## src/rtl/removal_sweep_ctrl.sv

```systemverilog
// removal_sweep_ctrl: loads a WIDTH x DEPTH occupancy grid as a row stream, then
// runs repeated Jacobi removal passes, one row per cycle, until a pass removes
// nothing or the pass limit 2**PASS_W-1 is reached.
module removal_sweep_ctrl #(
    parameter int WIDTH  = 10,
    parameter int DEPTH  = 10,
    parameter int CNT_W  = $clog2(WIDTH*DEPTH+1),
    parameter int PASS_W = 8
) (
    input  logic              clk,
    input  logic              rst_n,
    input  logic              start,
    input  logic              row_valid,
    output logic              row_ready,
    input  logic [WIDTH-1:0]  row_data,
    output logic              busy,
    output logic              done,
    output logic              overflow,
    output logic [CNT_W-1:0]  pass_removed,
    output logic [CNT_W-1:0]  total_removed,
    output logic [PASS_W-1:0] pass_count
);

    localparam int IDX_W = (DEPTH > 1) ? $clog2(DEPTH) : 1;
    localparam logic [IDX_W-1:0]  LAST     = IDX_W'(DEPTH-1);
    localparam logic [PASS_W-1:0] PASS_MAX = '1;

    typedef enum logic [2:0] {S_IDLE, S_LOAD, S_SWEEP, S_CHECK, S_DONE} state_t;

    state_t             state, state_next;
    logic [WIDTH-1:0]   grid [DEPTH];
    logic [WIDTH-1:0]   prev_row;      // pre-update copy of row r-1
    logic [IDX_W-1:0]   idx;           // load row index, then sweep row r
    logic [CNT_W-1:0]   acc;
    logic [WIDTH-1:0]   above, cur, below, clear;
    logic [WIDTH+1:0]   above_p, cur_p, below_p;
    logic [3:0]         nbr;
    logic [CNT_W-1:0]   clear_cnt;
    logic [PASS_W-1:0]  pass_inc;
    logic               accept;

    assign accept   = row_valid && row_ready;
    assign pass_inc = pass_count + 1'b1;

    // State register.
    always_ff @(posedge clk) begin
        if (!rst_n) state <= S_IDLE;
        else        state <= state_next;
    end

    // Next-state logic.
    always_comb begin
        state_next = state;
        case (state)
            S_IDLE, S_DONE: if (start) state_next = S_LOAD;
            S_LOAD:         if (accept && idx == LAST) state_next = S_SWEEP;
            S_SWEEP:        if (idx == LAST) state_next = S_CHECK;
            S_CHECK: begin
                if (acc == '0 || pass_inc == PASS_MAX) state_next = S_DONE;
                else                                   state_next = S_SWEEP;
            end
            default:        state_next = S_IDLE;
        endcase
    end

    // Neighbour count and removal mask for the row being swept; the rows
    // outside the grid and the columns outside the row are zero-padded.
    always_comb begin
        above     = (idx == '0)  ? '0 : prev_row;
        cur       = grid[idx];
        below     = (idx == LAST) ? '0 : grid[idx + 1'b1];
        above_p   = {1'b0, above, 1'b0};
        cur_p     = {1'b0, cur,   1'b0};
        below_p   = {1'b0, below, 1'b0};
        clear     = '0;
        clear_cnt = '0;
        nbr       = '0;
        for (int i = 0; i < WIDTH; i++) begin
            nbr = 4'(above_p[i]) + 4'(above_p[i+1]) + 4'(above_p[i+2])
                + 4'(below_p[i]) + 4'(below_p[i+1]) + 4'(below_p[i+2])
                + 4'(cur_p[i])   + 4'(cur_p[i+2]);
            clear[i]  = cur[i] && (nbr < 4'd4);
            clear_cnt = clear_cnt + CNT_W'(clear[i]);
        end
    end

    // Grid storage, counters and registered status outputs.
    always_ff @(posedge clk) begin
        if (!rst_n) begin
            for (int r = 0; r < DEPTH; r++) grid[r] <= '0;
            prev_row      <= '0;
            idx           <= '0;
            acc           <= '0;
            row_ready     <= 1'b0;
            busy          <= 1'b0;
            done          <= 1'b0;
            overflow      <= 1'b0;
            pass_removed  <= '0;
            total_removed <= '0;
            pass_count    <= '0;
        end else begin
            row_ready <= (state_next == S_LOAD);
            busy      <= (state_next == S_LOAD) || (state_next == S_SWEEP) ||
                         (state_next == S_CHECK);
            done      <= (state_next == S_DONE);
            case (state)
                S_IDLE, S_DONE: begin
                    if (start) begin
                        idx           <= '0;
                        acc           <= '0;
                        prev_row      <= '0;
                        overflow      <= 1'b0;
                        pass_removed  <= '0;
                        total_removed <= '0;
                        pass_count    <= '0;
                    end
                end
                S_LOAD: begin
                    if (accept) begin
                        grid[idx] <= row_data;
                        idx       <= (idx == LAST) ? '0 : idx + 1'b1;
                    end
                end
                S_SWEEP: begin
                    // Row r+1 is still unmodified; row r's original goes to prev_row.
                    grid[idx] <= cur & ~clear;
                    prev_row  <= cur;
                    acc       <= acc + clear_cnt;
                    idx       <= (idx == LAST) ? '0 : idx + 1'b1;
                end
                S_CHECK: begin
                    pass_removed  <= acc;
                    total_removed <= total_removed + acc;
                    pass_count    <= pass_inc;
                    if (acc != '0 && pass_inc == PASS_MAX) overflow <= 1'b1;
                    acc      <= '0;
                    idx      <= '0;
                    prev_row <= '0;
                end
                default: ;
            endcase
        end
    end

endmodule
```

## config.mk

```make
export PLATFORM = sky130hd
export DESIGN_NAME = removal_sweep_ctrl
export DESIGN_NICKNAME = d
export VERILOG_FILES = /design/src/rtl/removal_sweep_ctrl.sv
export SDC_FILE = /design/constraint.sdc
export NUM_CORES = 1
export LEC_CHECK = 0
export ABC_AREA = 1
export BUFFER_PORTS_ARGS = -buffer_cell sky130_fd_sc_hd__buf_2
export CAP_MARGIN = 20
export CORE_ASPECT_RATIO = 2
export CORE_MARGIN = 1
export CORE_UTILIZATION = 57
export CTS_CLUSTER_DIAMETER = 30
export DETAILED_ROUTE_END_ITERATION = 12
export HOLD_SLACK_MARGIN = 0.03
export MAX_ROUTING_LAYER = met4
export PLACE_DENSITY = 0.82
export SLEW_MARGIN = 20
export SYNTH_ARGS = -nofsm -noshare
export SYNTH_HDL_FRONTEND = slang
export SYNTH_SLANG_ARGS = --single-unit
```

## constraint.sdc

```tcl
create_clock -name clk -period 6.9 [get_ports clk]
set_clock_uncertainty 0.2 [all_clocks]
set_input_delay 1.725 -clock clk [delete_from_list [all_inputs] [get_ports clk]]
set_output_delay 1.725 -clock clk [all_outputs]
set_load 0.02 [all_outputs]
```

# ---- Word-level counts from Yosys, hierarchy flattened
# Memory sizes are Yosys's and may differ from the RTL's. A register that Yosys moved wholly into a read port is not among the register bits.
# Index checks and enable logic that the tools add are counted.
dict set report totals {
  register_bits 50
  ram_bits 100
  inputBits 14
  out_inout_bits 26
  word_cells 179
  n_memories 1
}
dict set report classes {
  addsub 76
  magnitude_cmp 10
  eq_ne 13
  mux 36
  n_bitwise 3
  n_reduce_logical 29
}
# name words word_bits rd rd_clocked_by_memory_dff wr line
set memory_table {}
lappend memory_table {grid 10 10 2 1 10 31} ;# logic [WIDTH-1:0] grid [DEPTH];
# operator n
set op_table {}
lappend op_table {{4-bit by 1-bit adder with 4-bit output} 36}
lappend op_table {{10-bit two-way mux} 5}
lappend op_table {{3-bit by 1-bit adder with 4-bit output} 10}
lappend op_table {{4-bit by 3-bit < comparator with 1-bit output, second input constant} 10}
lappend op_table {{2-bit by 1-bit adder with 3-bit output} 10}
lappend op_table {{10-bit case mux with 3 select lines} 1}
lappend op_table {{7-bit case mux with 2 select lines} 2}
lappend op_table {{4-bit two-way mux} 6}
lappend op_table {{7-bit by 1-bit adder with 7-bit output} 3}
lappend op_table {{7-bit case mux with 3 select lines} 1}
lappend op_table {{1-bit by 1-bit adder with 2-bit output} 10}
lappend op_table {{4-bit case mux with 4 select lines} 1}
lappend op_table {{8-bit case mux with 2 select lines} 1}
lappend op_table {{7-bit adder} 2}
lappend op_table {{1-bit logical AND} 13}
lappend op_table {{3-bit by 2-bit equality test with 1-bit output, second input constant} 4}
lappend op_table {{3-bit two-way mux} 4}
lappend op_table {{3-bit case mux with 4 select lines} 1}
lappend op_table {{1-bit two-way mux} 11}
lappend op_table {{10-bit AND} 1}
lappend op_table {{10-bit NOT} 1}
lappend op_table {{10-bit OR reduction} 1}
lappend op_table {{8-bit by 1-bit adder with 8-bit output, second input constant} 1}
lappend op_table {{8-bit equality test, second input constant} 1}
lappend op_table {{23 further kinds} 31}

# ---- Depth between registers and ports, before layout
dict set report depth {
  word_depth 22
  depth_mapped 33
}

# ---- Least setup slack after synthesis
# No wires, ideal clock.
dict set report synth_path {
  path_type {reg2reg}
  startpoint {register idx[0]}
  endpoint {register acc[6]}
  t_arrival_ns 6.828
  required_ns 6.571
  path_slack_ns -0.256
  stages_incl_launch_ff 30
  n_path_buf 6
  synth_period_minus_slack_ns 7.156
  cell_sequence {dfxtp_1 inv_1 buf_2 clkbuf_1 clkbuf_1 ha_1 buf_2 buf_2 clkbuf_1 o21ai_0 o21ai_0 o211ai_1 nand2_1 nand2_1 fa_1 inv_1 fa_1 ha_1 nand3_1 nand4_1 fa_1 fa_1 fa_1 fa_1 fa_1 o21ai_0 nand2_1 nor2_1 xnor2_1 a21oi_1}
}
dict set report synth_via {
  elab_chain_len 22
  elab_cells_between_ends 100
  classes_between {74 x add/sub; 10 x order compare; 1 x eq/ne; 3 x mux; 11 x reduce/logical; 1 x memory}
}
# element line
set synth_lines {}
lappend synth_lines {{start, declared} 33} ;# logic [IDX_W-1:0] idx;
lappend synth_lines {{start signal, assigned} 121} ;# idx <= (idx == LAST) ? '0 : idx + 1'b1;
lappend synth_lines {{start signal, assigned} 129} ;# idx <= (idx == LAST) ? '0 : idx + 1'b1;
lappend synth_lines {{branches (longest 19 deep; another with memory read 10 x 10 bit)} --}
lappend synth_lines {{7-bit by 1-bit adder with 7-bit output (*)} 83} ;# clear_cnt = clear_cnt + CNT_W'(clear[i]);
lappend synth_lines {{7-bit adder (*)} 128} ;# acc <= acc + clear_cnt;
lappend synth_lines {{7-bit case mux with 3 select lines (*)} 106} ;# case (state)
lappend synth_lines {{end signal, assigned} 128}
lappend synth_lines {{end, declared} 34} ;# logic [CNT_W-1:0] acc;
# Mark *: on every way between the ends.
# A chain may end at the register's enable or synchronous reset.

==> flow_summary.toml <==
[clock_network]
cts_buffers = 26
clk_pin_slew_worst_paths_ps = 60
ctsHoldBuffers = 0
cts_root_buf = "clkbuf_16"
cts.path.max_buffers = 3
clock_latency_ps = 570
cts.htree.levels = 1
cts_tree = "built"
cts_sinks = 214

[critical_path]
r2r-end = "acc[6]"
reg2reg_setup_slack_ps = 240
worstSetupEndpointType = "register"
critPathArrivalTime_ps = 6890
critPathKind = "register to register"
critPathMaxFanout = 20
critPathRequiredTime_ps = 7130
r2r_cells = 25
endpoint = "acc[6]"
startpoint_type = "register"

[synthesis]
syn_inst = 1459
synth_edf_count = 160
synth_cell_types = 40
syn_area_mm2 = 0.0125
seq_area_frac_synth_pct = 47.1
syn_nets = 1542
syn_area_per_cell_um2 = 8.57
async_flop_share_pct = 0
ys_seq_elements = 214
yosys_warnings = 0
synthFlopType = "edfxtp_1"

[die]
io_pins = 40
die_area_mm2 = 0.0226
fp.dieW_um = 107
start_util_pct = 58.2
core-area_mm2 = 0.0215
num_rows = 76
die_h_um = 211

[finish]
multiInputGateArea_mm2 = 0.00552
syn_to_final_growth_pct = 13.7
final_core_util_pct = 66.1
seq_area_mm2 = 0.00589
final_nets = 1590
stdcell_count = 1800
antenna_cells = 0
fillCellCount = 1793
drive_above_1_share_pct = 13.4

[job]
drv_cap = 0

[timing]
fmax_mhz = 150
setup_violations = 0
period_share_pct = 96.5
hold_violations = 0
worst_slack_ps = 241
tightest_slew_ps = 1020
max-slew-margin-rel_pct = 31.7
slew_violations = 0
fin_hold_ws_ps = 264
post-route-min-period_ps = 6660

[global_route]
grt_start_max_net_pins = 102
grtUsageTotal_pct = 38.3
gr-total-overflow = 0
grt_pass1_vias = 11404
antenna_found_initial = 0
grt_pass1_wl_um = 61700

[min_path]
hold_path_class = "register to register"

[power]
p_leak_nw = 5.63
finalPower_mw = 3.41
ir_drop_mv = 0.223
p_per_area_mw_per_mm2 = 240

[drt]
via_per_inst = 6.29
wl_per_cell_um = 22.9
drt-total-wl_um = 41200
dr.pass1.iters = 6
vias = 11314
drt_iter0_drc = 1260
drt.antenna.violating_nets = 0
drc = 0

[place]
dp_hpwl_um = 29600
dpl_worst_slack_ps = 49.7
gp_congestion = 1.01
dp.cells = 1748
io_buffers = 39

[run_status]
status = "finished, final reports clean"
## critical path, stage by stage (launching register included)
cell and delay (ps):
dfxtp_4 370, inv_4 100, buf_12 170, a21oi_1 70, o21ai_0 80, nand3_1 220
nand3_1 160, nand2_2 110, inv_1 120, fa_1 440, fa_1 520, inv_1 80
fa_1 420, ha_1 290, nand3_1 110, nand4_1 140, fa_1 590, fa_1 440
fa_1 480, fa_2 440, fa_2 410, o21ai_2 150, nand2_1 80, nor2_1 130
xnor2_1 140, a21oi_1 60
## report_power, final
group          leakage (nW)  internal [mW]  switching [mW]
clock                 0.412          0.747           0.632
combinational          3.14          0.230           0.385
sequential             2.08           1.40          0.0153
total                  5.63           2.38            1.03
## synthesized netlist by cell type (7+ instances only)
master	number	area, µm²
nor2_2	7	43.8
nor2_1	168	631
clkbuf_1	36	135
ha_1	36	450
o211ai_1	48	360
o21ai_0	161	806
inv_1	193	724
buf_1	7	26.3
nand2_2	9	56.3
nand4_1	12	75.1
o22ai_1	8	50.1
edfxtp_1	160	4800
a21oi_1	150	751
nor3_1	9	45.0
nand3_1	111	556
buf_2	30	150
nand2_1	176	661
inv_2	8	30.0
fa_1	33	661
dfxtp_1	54	1080
## area by class of cell
cell class | count | share of cell area (%)
multi-input cells | 960 | 38.8
flip-flops and latches | 214 | 41.5
clock buffers | 28 | 4.78
repair buffers | 101 | 5.73
well taps | 273 | 2.40
clock inverters | 20 | 1.34
inverters | 204 | 5.43
## how the worst min path moves through the flow
stage / cells after the start / from / to / slack (ps)
floorplan: 2 / prev_row[0] / prev_row[0] / 240
global placement: 2 / pass_removed[4] / pass_removed[4] / 240
detailed placement: 2 / pass_removed[5] / pass_removed[5] / 250
CTS: 2 / pass_removed[5] / pass_removed[5] / 270
global route: 2 / pass_removed[3] / pass_removed[3] / 280
finish: 2 / pass_removed[4] / pass_removed[4] / 260
## per-layer routing
metal  GRT usage [%]  up-vias  wire length, µm  part of all wire [%]
li1                -     5030                -                     -
met1            35.0     5294            12500                    30
met2            64.2      712            20900                    51
met3            6.56      278             2860                   6.9
met4            39.5        0             4940                    12
met5               -        -                0                     0
## flip-flops by register name, indices dropped and copies added, names as in the netlist, named ones only
signal         flops
grid             160
prev_row          10
pass_count         8
acc                7
pass_removed       7
total_removed      7
idx                4
state              3
busy               1
done               1
overflow           1
row_ready          1
## cell families after synthesis
logic type / share of synthesized area (%)
and+or+nand+nor: 17.6
AOI/OAI and AO/OA: 16.5
buffers and inverters: 9.28
DFF: 47.1
adders and majority gates: 8.89
xor gates and xnor gates: 0.621
## through the flow
stage          instance area [µm²]  TNS (ps)
6_report                     14200         0
5_1_grt                      14200     -11.9
4_1_cts                      14100         0
3_5_place_dp                 13200         0
3_3_place_gp                 13200         0
2_1_floorplan                12500         0
## layout by cell type, fill, tap and decap left out, types with 4 or more instances in the layout
| master | instances |
|---|---|
| nor3_1 | 7 |
| buf_2 | 39 |
| clkbuf_16 | 29 |
| nor2_4 | 6 |
| nand4_1 | 12 |
| o211ai_1 | 48 |
| clkinvlp_4 | 5 |
| nand2_1 | 172 |
| fa_1 | 31 |
| nor2_2 | 8 |
| inv_8 | 4 |
| nor2_1 | 167 |
| o22ai_1 | 8 |
| inv_2 | 9 |
| xor2_1 | 5 |
| nand2_2 | 13 |
| dfxtp_1 | 51 |
| a21oi_2 | 4 |
| ha_1 | 35 |
| o21ai_0 | 159 |
| inv_1 | 190 |
| clkinv_1 | 4 |
| buf_12 | 7 |
| buf_4 | 50 |
| a21oi_1 | 146 |
| inv_6 | 5 |
| edfxtp_1 | 160 |
| nand3_1 | 110 |
## what timing repair did
item,in CTS,in global routing
resized for setup,0,19
setup buffers,0,2
setup endpoints to repair,0,4
(Power assumes the default switching activity.)
